$ cat config.mk
export PLATFORM = sky130hd
export DESIGN_NAME = axi_video_rd_ctrl
export DESIGN_NICKNAME = d
export VERILOG_FILES = /design/src/rtl/axi_video_rd_pkg.sv /design/src/rtl/axi_video_rd_ctrl.sv
export SDC_FILE = /design/constraint.sdc
export NUM_CORES = 1
export LEC_CHECK = 0
export CAP_MARGIN = 20
export CORE_AREA = 2 2 238 240
export CTS_CLUSTER_SIZE = 40
export DETAILED_ROUTE_END_ITERATION = 8
export DIE_AREA = 0 0 240 242
export PLACE_DENSITY_LB_ADDON = 0.1
export SYNTH_ARGS = -nofsm -noshare
export SYNTH_HDL_FRONTEND = slang
export SYNTH_SLANG_ARGS = --single-unit
export TNS_END_PERCENT = 30
$ cat constraint.sdc
create_clock -name clk -period 3.8 [get_ports clk]
set_clock_uncertainty 0.05 [all_clocks]
set_input_delay 0.38 -clock clk [delete_from_list [all_inputs] [get_ports clk]]
set_output_delay 0.38 -clock clk [all_outputs]
set_load 0.02 [all_outputs]
$ cat src/rtl/axi_video_rd_pkg.sv
// Shared types and AXI constants for the video read-burst master.
package axi_video_rd_pkg;

  typedef enum logic [2:0] {
    IDLE,
    SETTLE,
    WAIT_SPACE,
    ADDR,
    DATA
  } state_e;

  localparam int unsigned AXI_DATA_WIDTH = 256;
  localparam int unsigned BYTES_PER_BEAT = AXI_DATA_WIDTH / 8;

  localparam logic [1:0] BURST_INCR = 2'b01;
  localparam logic [1:0] RESP_OKAY  = 2'b00;

endpackage

$ cat src/rtl/axi_video_rd_ctrl.sv
// AXI4 read-burst master: fetches a frame from DDR into the video FIFO,
// one burst outstanding, issued only once FIFO space for it is known free.
module axi_video_rd_ctrl
  import axi_video_rd_pkg::*;
#(
  parameter int ADDR_WIDTH       = 28,
  parameter int DATA_WIDTH       = 256,
  parameter int BURST_LEN        = 16,
  parameter int BEATS_WIDTH      = 20,
  parameter int FIFO_DEPTH_WIDTH = 8
) (
  input  logic                        clk,
  input  logic                        rst,
  input  logic                        frame_start,
  input  logic [ADDR_WIDTH-1:0]       frame_base,
  input  logic [BEATS_WIDTH-1:0]      frame_beats,
  input  logic [FIFO_DEPTH_WIDTH:0]   fifo_wr_level,
  output logic                        fifo_wr_en,
  output logic [DATA_WIDTH-1:0]       fifo_wr_data,
  output logic [ADDR_WIDTH-1:0]       m_araddr,
  output logic [7:0]                  m_arlen,
  output logic                        m_arvalid,
  input  logic                        m_arready,
  input  logic [DATA_WIDTH-1:0]       m_rdata,
  input  logic [1:0]                  m_rresp,
  input  logic                        m_rlast,
  input  logic                        m_rvalid,
  output logic                        m_rready,
  output logic                        busy,
  output logic                        frame_done,
  output logic                        rd_err
);

  localparam int LW         = $clog2(BURST_LEN) + 1;
  localparam int CW         = FIFO_DEPTH_WIDTH + 2;
  localparam int BEAT_SHIFT = $clog2(DATA_WIDTH / 8);

  function automatic logic [LW-1:0] calc_blen(
    input logic [BEATS_WIDTH-1:0] rem
  );
    if (rem >= BEATS_WIDTH'(BURST_LEN))
      return LW'(BURST_LEN);
    return rem[LW-1:0];
  endfunction

  function automatic logic fits(
    input logic [FIFO_DEPTH_WIDTH:0] lvl,
    input logic [LW-1:0]             bl
  );
    logic [CW-1:0] sum;
    sum = CW'(lvl) + CW'(bl);
    return sum <= (CW'(1) << FIFO_DEPTH_WIDTH);
  endfunction

  state_e                  state_q, state_d;
  logic [ADDR_WIDTH-1:0]   cur_addr_q, cur_addr_d;
  logic [BEATS_WIDTH-1:0]  remain_q, remain_d;
  logic [LW-1:0]           blen_q, blen_d;
  logic [LW-1:0]           beat_cnt_q, beat_cnt_d;
  logic                    busy_q, busy_d;
  logic                    done_q, done_d;
  logic                    err_q, err_d;
  logic                    pend_q, pend_d;
  logic [ADDR_WIDTH-1:0]   pend_base_q, pend_base_d;
  logic [BEATS_WIDTH-1:0]  pend_beats_q, pend_beats_d;

  logic                    beat;
  logic                    last_beat;
  logic [BEATS_WIDTH-1:0]  rem_next;
  logic [ADDR_WIDTH-1:0]   nxt_base;
  logic [BEATS_WIDTH-1:0]  nxt_beats;
  logic                    rlast_unused;

  // The beat counter, not m_rlast, decides where a burst ends.
  assign rlast_unused = m_rlast;

  assign beat      = (state_q == DATA) && m_rvalid;
  assign last_beat = beat && ((beat_cnt_q + 1'b1) == blen_q);

  always_comb begin
    state_d      = state_q;
    cur_addr_d   = cur_addr_q;
    remain_d     = remain_q;
    blen_d       = blen_q;
    beat_cnt_d   = beat_cnt_q;
    busy_d       = busy_q;
    done_d       = 1'b0;
    err_d        = err_q | (beat && (m_rresp != RESP_OKAY));
    pend_d       = pend_q;
    pend_base_d  = pend_base_q;
    pend_beats_d = pend_beats_q;
    rem_next     = remain_q - BEATS_WIDTH'(blen_q);
    nxt_base     = frame_start ? frame_base : pend_base_q;
    nxt_beats    = frame_start ? frame_beats : pend_beats_q;

    if (frame_start && (state_q != IDLE)) begin
      pend_d       = 1'b1;
      pend_base_d  = frame_base;
      pend_beats_d = frame_beats;
    end

    unique case (state_q)
      IDLE: begin
        if (frame_start) begin
          cur_addr_d = frame_base;
          remain_d   = frame_beats;
          if (frame_beats == '0) begin
            done_d = 1'b1;
          end else begin
            busy_d  = 1'b1;
            state_d = SETTLE;
          end
        end
      end
      SETTLE: state_d = WAIT_SPACE;
      WAIT_SPACE: begin
        if (fits(fifo_wr_level, calc_blen(remain_q))) begin
          blen_d  = calc_blen(remain_q);
          state_d = ADDR;
        end
      end
      ADDR: begin
        if (m_arready) begin
          beat_cnt_d = '0;
          state_d    = DATA;
        end
      end
      DATA: begin
        if (beat)
          beat_cnt_d = beat_cnt_q + 1'b1;
        if (last_beat) begin
          if (pend_q || frame_start) begin
            // Abandon the current frame silently and refetch.
            pend_d     = 1'b0;
            cur_addr_d = nxt_base;
            remain_d   = nxt_beats;
            if (nxt_beats == '0) begin
              done_d  = 1'b1;
              busy_d  = 1'b0;
              state_d = IDLE;
            end else begin
              state_d = SETTLE;
            end
          end else begin
            cur_addr_d = cur_addr_q +
                         (ADDR_WIDTH'(blen_q) << BEAT_SHIFT);
            remain_d   = rem_next;
            if (rem_next == '0) begin
              done_d  = 1'b1;
              busy_d  = 1'b0;
              state_d = IDLE;
            end else begin
              state_d = SETTLE;
            end
          end
        end
      end
      default: state_d = IDLE;
    endcase
  end

  always_ff @(posedge clk) begin
    if (rst) begin
      state_q      <= IDLE;
      cur_addr_q   <= '0;
      remain_q     <= '0;
      blen_q       <= '0;
      beat_cnt_q   <= '0;
      busy_q       <= 1'b0;
      done_q       <= 1'b0;
      err_q        <= 1'b0;
      pend_q       <= 1'b0;
      pend_base_q  <= '0;
      pend_beats_q <= '0;
    end else begin
      state_q      <= state_d;
      cur_addr_q   <= cur_addr_d;
      remain_q     <= remain_d;
      blen_q       <= blen_d;
      beat_cnt_q   <= beat_cnt_d;
      busy_q       <= busy_d;
      done_q       <= done_d;
      err_q        <= err_d;
      pend_q       <= pend_d;
      pend_base_q  <= pend_base_d;
      pend_beats_q <= pend_beats_d;
    end
  end

  assign m_arvalid    = (state_q == ADDR);
  assign m_araddr     = cur_addr_q;
  assign m_arlen      = (state_q == ADDR) ? 8'(blen_q - 1'b1) : 8'd0;
  assign m_rready     = (state_q == DATA);
  assign fifo_wr_en   = beat;
  assign fifo_wr_data = m_rdata;
  assign busy         = busy_q;
  assign frame_done   = done_q;
  assign rd_err       = err_q;

endmodule
==> results by group <==
STA
  • Period Utilization, post-route: between 90 and 100%
  • Final number of hold-violating endpoints: 0
  • RSZ-0062 raised after global routing: false
  • Min cycle time layout: between 3000 and 4000 ps
  • Rel. slew slack: between 40% and 50%
  • Achievable clock frequency: 282 MHz
  • Worst Hold Margin: 399 ps
  • Fin. max-slew vios: 0
  • Setup-violating endpoint count in the final report: 0
  • Worst slew pin tran: 892 ps

Clocking
  • Clock transition at the registers of the reported paths: approximately 60 ps
  • Library cell used as clock root buffer: sky130_fd_sc_hd__clkbuf_16
  • CTS tree: yes
  • CTS H-tree depth: 4
  • Total setup buffers inserted after CTS: 0
  • TritonCTS Sinks: around 110
  • Number of buffers between clock root and the deepest sink: 2
  • Clock latency of the later-clocked register in the worst-skew pair: 440 ps
  • Hold-fix buffer count after cts: 0
  • Num CTS Buffers: 17

Pwr
  • Ratio of total power to cell area: 437 nW/um^2
  • Switching portion of total power: 30.6%
  • Part of the total power dissipated in combinational logic: 23.5%
  • P_leak: 3.38 nW
  • Part of the power in the clock network: 44.3%
  • Internal power: 2.95 mW
  • Peak supply drop: 232 uV
  • Net switching power: ~1.3 mW
  • Power share of the sequential group: about a third

Layout
  • Fin nets: between 1000 and 1500
  • Share of final-layout standard cells stronger than drive strength 1: 12.5%
  • Area growth, synth to finish: 12.4%
  • Layout Cells excl Fill: 1820
  • Most common cell after layout, fill and taps aside: sky130_fd_sc_hd__nand2_1
  • Commonest non-fill, non-tap cells in the layout: sky130_fd_sc_hd__nand2_1, sky130_fd_sc_hd__a21oi_1, sky130_fd_sc_hd__dfxtp_1
  • Count of antenna diodes in the layout: 0
  • Number of filler cells placed in the layout: 6422

Floorplanning
  • Initial Utilization: between 10% and 20%
  • Total Die Area: around 58000 sq um
  • Placeable core area: 55700 sq um
  • Vertical die dimension: 242 um
  • Die outline width: approximately 240 um
  • Num ports: 619
  • Placement Rows: 87

Detailed routing
  • Vias: 7430
  • Ratio of routed vias to standard cells: between 4 and 5
  • Average wire per standard cell: ~20 um
  • Drt initial violations: about 330
  • Remaining design rule violation count: 0
  • DR pass1 iterations: 5
  • Aggregate routed wire length: approximately 36000 um
  • Final antenna-violating net count: 0

Run
  • Max-cap violations: 0

Worst setup path
  • WP buf/inv: 1
  • Count of cells along the worst register-to-register path: 15
  • Worst path max stage delay: around 420 ps
  • Data required time at the worst endpoint: slightly above 4000 ps
  • Cell class contributing the biggest share of worst-path delay: simple AND/OR/NAND/NOR gates
  • Critical path peak fanout: 6
  • Arrival time worst endpoint: roughly 3800 ps
  • Slowest stage cell on the critical path: sky130_fd_sc_hd__or3_4
  • Crit Path Category: reg2reg
  • Endpoint type of the worst setup path: register
  • Critical path startpoint category: register
  • Critical path, cell by cell: or3_4, nor4_4, and3_4, inv_1, nor2_2, ha_2, fa_2, a211oi_2, o21bai_1, mux2_2, o31ai_4, a31oi_4, nand2b_4, mux2i_1, nor2_1
  • Path length in cells of the critical path: 15

Global route
  • Overall fraction of global-route tracks in use: 12.5%
  • Total congestion overflow: 0
  • Number of global-route vias before repair: 7725
  • Pin count of the biggest net entering global routing: 57
  • Global-route wire length before repair: 53200 um
  • Number of antenna violations at the first check in global routing: 1

Place
  • Gpl congestion: around 0.75
  • # port buffers: 105
  • Cells after DPL: 1788
  • Final HPWL from detailed placement: 26800 um

Yosys
  • Post-synth EDFFs: 0
  • Flip-flop and latch count after synthesis: 113
  • Dominant register cell in the synthesized netlist: sky130_fd_sc_hd__dfxtp_1
  • Number of distinct library cells after synthesis: 76
  • Part of the Yosys area used for sequential elements: a little over a quarter
  • Number of warnings issued by yosys: 0
  • Synthesized Nets: 1525
  • Synthesized netlist cell count: 1184
  • Async set-reset flop share out of synthesis: 0%
  • Post-Synthesis Mean Instance Area: 7.30 sq um
  • Total standard cell area after synthesis: 8650 sq um

Min path
  • Cells on Worst Hold Path: 2
  • Worst hold-check path type: reg2reg

Status
  • Outcome: complete, no violations
-- flip-flops by register name, summed over array words and instances (netlist names) --
| signal | count |
|---|---|
| rd_err | 1 |
| m_araddr | 28 |
| pend_q | 1 |
| beat_cnt_q | 5 |
| pend_base_q | 28 |
| state_q | 3 |
| busy | 1 |
| remain_q | 20 |
| pend_beats_q | 20 |
| blen_q | 5 |
| frame_done | 1 |
-- power groups by stage --
stage               Combinational (mW)  Sequential (mW)  Clock [mW]
detailed placement                1.00             1.39           0
global placement                  1.01             1.39           0
global route                      1.10             1.38        2.00
finish                           0.999             1.36        1.88
floorplan                        0.901             1.40           0
CTS                               1.02             1.37        1.96
-- final timing paths --
path	start	end	slack (ps)
max	remain_q[10]	blen_q[2]	260
min	rd_err	rd_err	400
max reg2reg	remain_q[10]	blen_q[2]	260
min reg2reg	rd_err	rd_err	400
-- area by class of cell --
cell class              instances  area (sq um)  area share (%)
flip-flops and latches        113          2260            23.3
clock buffers                  20           457            4.70
repair buffers                167          1540            15.8
inverters                      22          82.6           0.849
clock inverters                12           210            2.16
well taps                     756           946            9.73
multi-input cells             730          4230            43.5
-- cell usage after synthesis, drive strengths merged (5+ instances only) --
library cell / count / area, sq um
a211oi: 24 / 180
a21o: 7 / 52.6
a21oi: 118 / 594
a22oi: 6 / 45.0
a311oi: 8 / 70.1
a31oi: 9 / 56.3
and2: 7 / 43.8
and3: 9 / 56.3
buf: 264 / 1970
clkbuf: 55 / 208
dfxtp: 113 / 2260
ha: 17 / 213
inv: 22 / 82.6
mux2i: 8 / 80.1
nand2: 181 / 679
nand2b: 6 / 37.5
nand3: 32 / 160
nor2: 95 / 359
nor2b: 6 / 37.5
nor3: 14 / 75.1
nor4: 14 / 115
o211ai: 11 / 82.6
o21ai: 52 / 260
o22ai: 5 / 31.3
o311ai: 8 / 70.1
o31ai: 7 / 52.6
or3: 7 / 51.3
xnor2: 12 / 105
xor2: 11 / 96.3
-- cell families (layout without fill, tap and decap cells) --
family                     count (synthesis)  after routing  synth area share, %
AOI/OAI and AO/OA                        287            287                 20.7
buffers and inverters                    341            221                 26.1
adders and majority gates                 20             20                 3.15
DFF                                      113            113                 26.2
xor gates and xnor gates                  23             23                 2.33
and+or+nand+nor                          391            391                 20.4
muxes                                      9              9                 1.06
-- tightest hold or removal path, cell delays in order (launching register included) --
cell	delay, ps
sky130_fd_sc_hd__dfxtp_1	310
sky130_fd_sc_hd__inv_1	50
sky130_fd_sc_hd__a21oi_1	50
-- metal layers --
metal  up-vias  part of all wire (%)  GRT usage [%]
met5         -                 0.036          0.337
met4         2                   3.6           6.16
met1      3482                    46           16.0
met3       120                   6.7           3.84
met2       262                    44           18.7
li1       3564                     -              -
-- repair_timing --
item | CTS | global route
endpoints found under the setup margin | 6 | 6
pin swaps | 1 | 5
resized for setup | 7 | 6
-- through the flow --
| step | area (sq um) | setup slack, ps | utilization [%] | TNS, ps | power [mW] |
|---|---|---|---|---|---|
| after floorplan | 8650 | 357 | - | 0 | 2.30 |
| after global placement | 8990 | -236 | 16.1 | -1100 | 2.40 |
| after detailed placement | 8990 | -285 | 16.1 | -1420 | 2.39 |
| after CTS | 9690 | 24.3 | 17.4 | 0 | 4.34 |
| after global routing | 9720 | 8.10 | 17.4 | 0 | 4.48 |
| final | 9720 | 257 | 17.4 | 0 | 4.25 |
No activity file was read; power rests on OpenSTA's default activity.
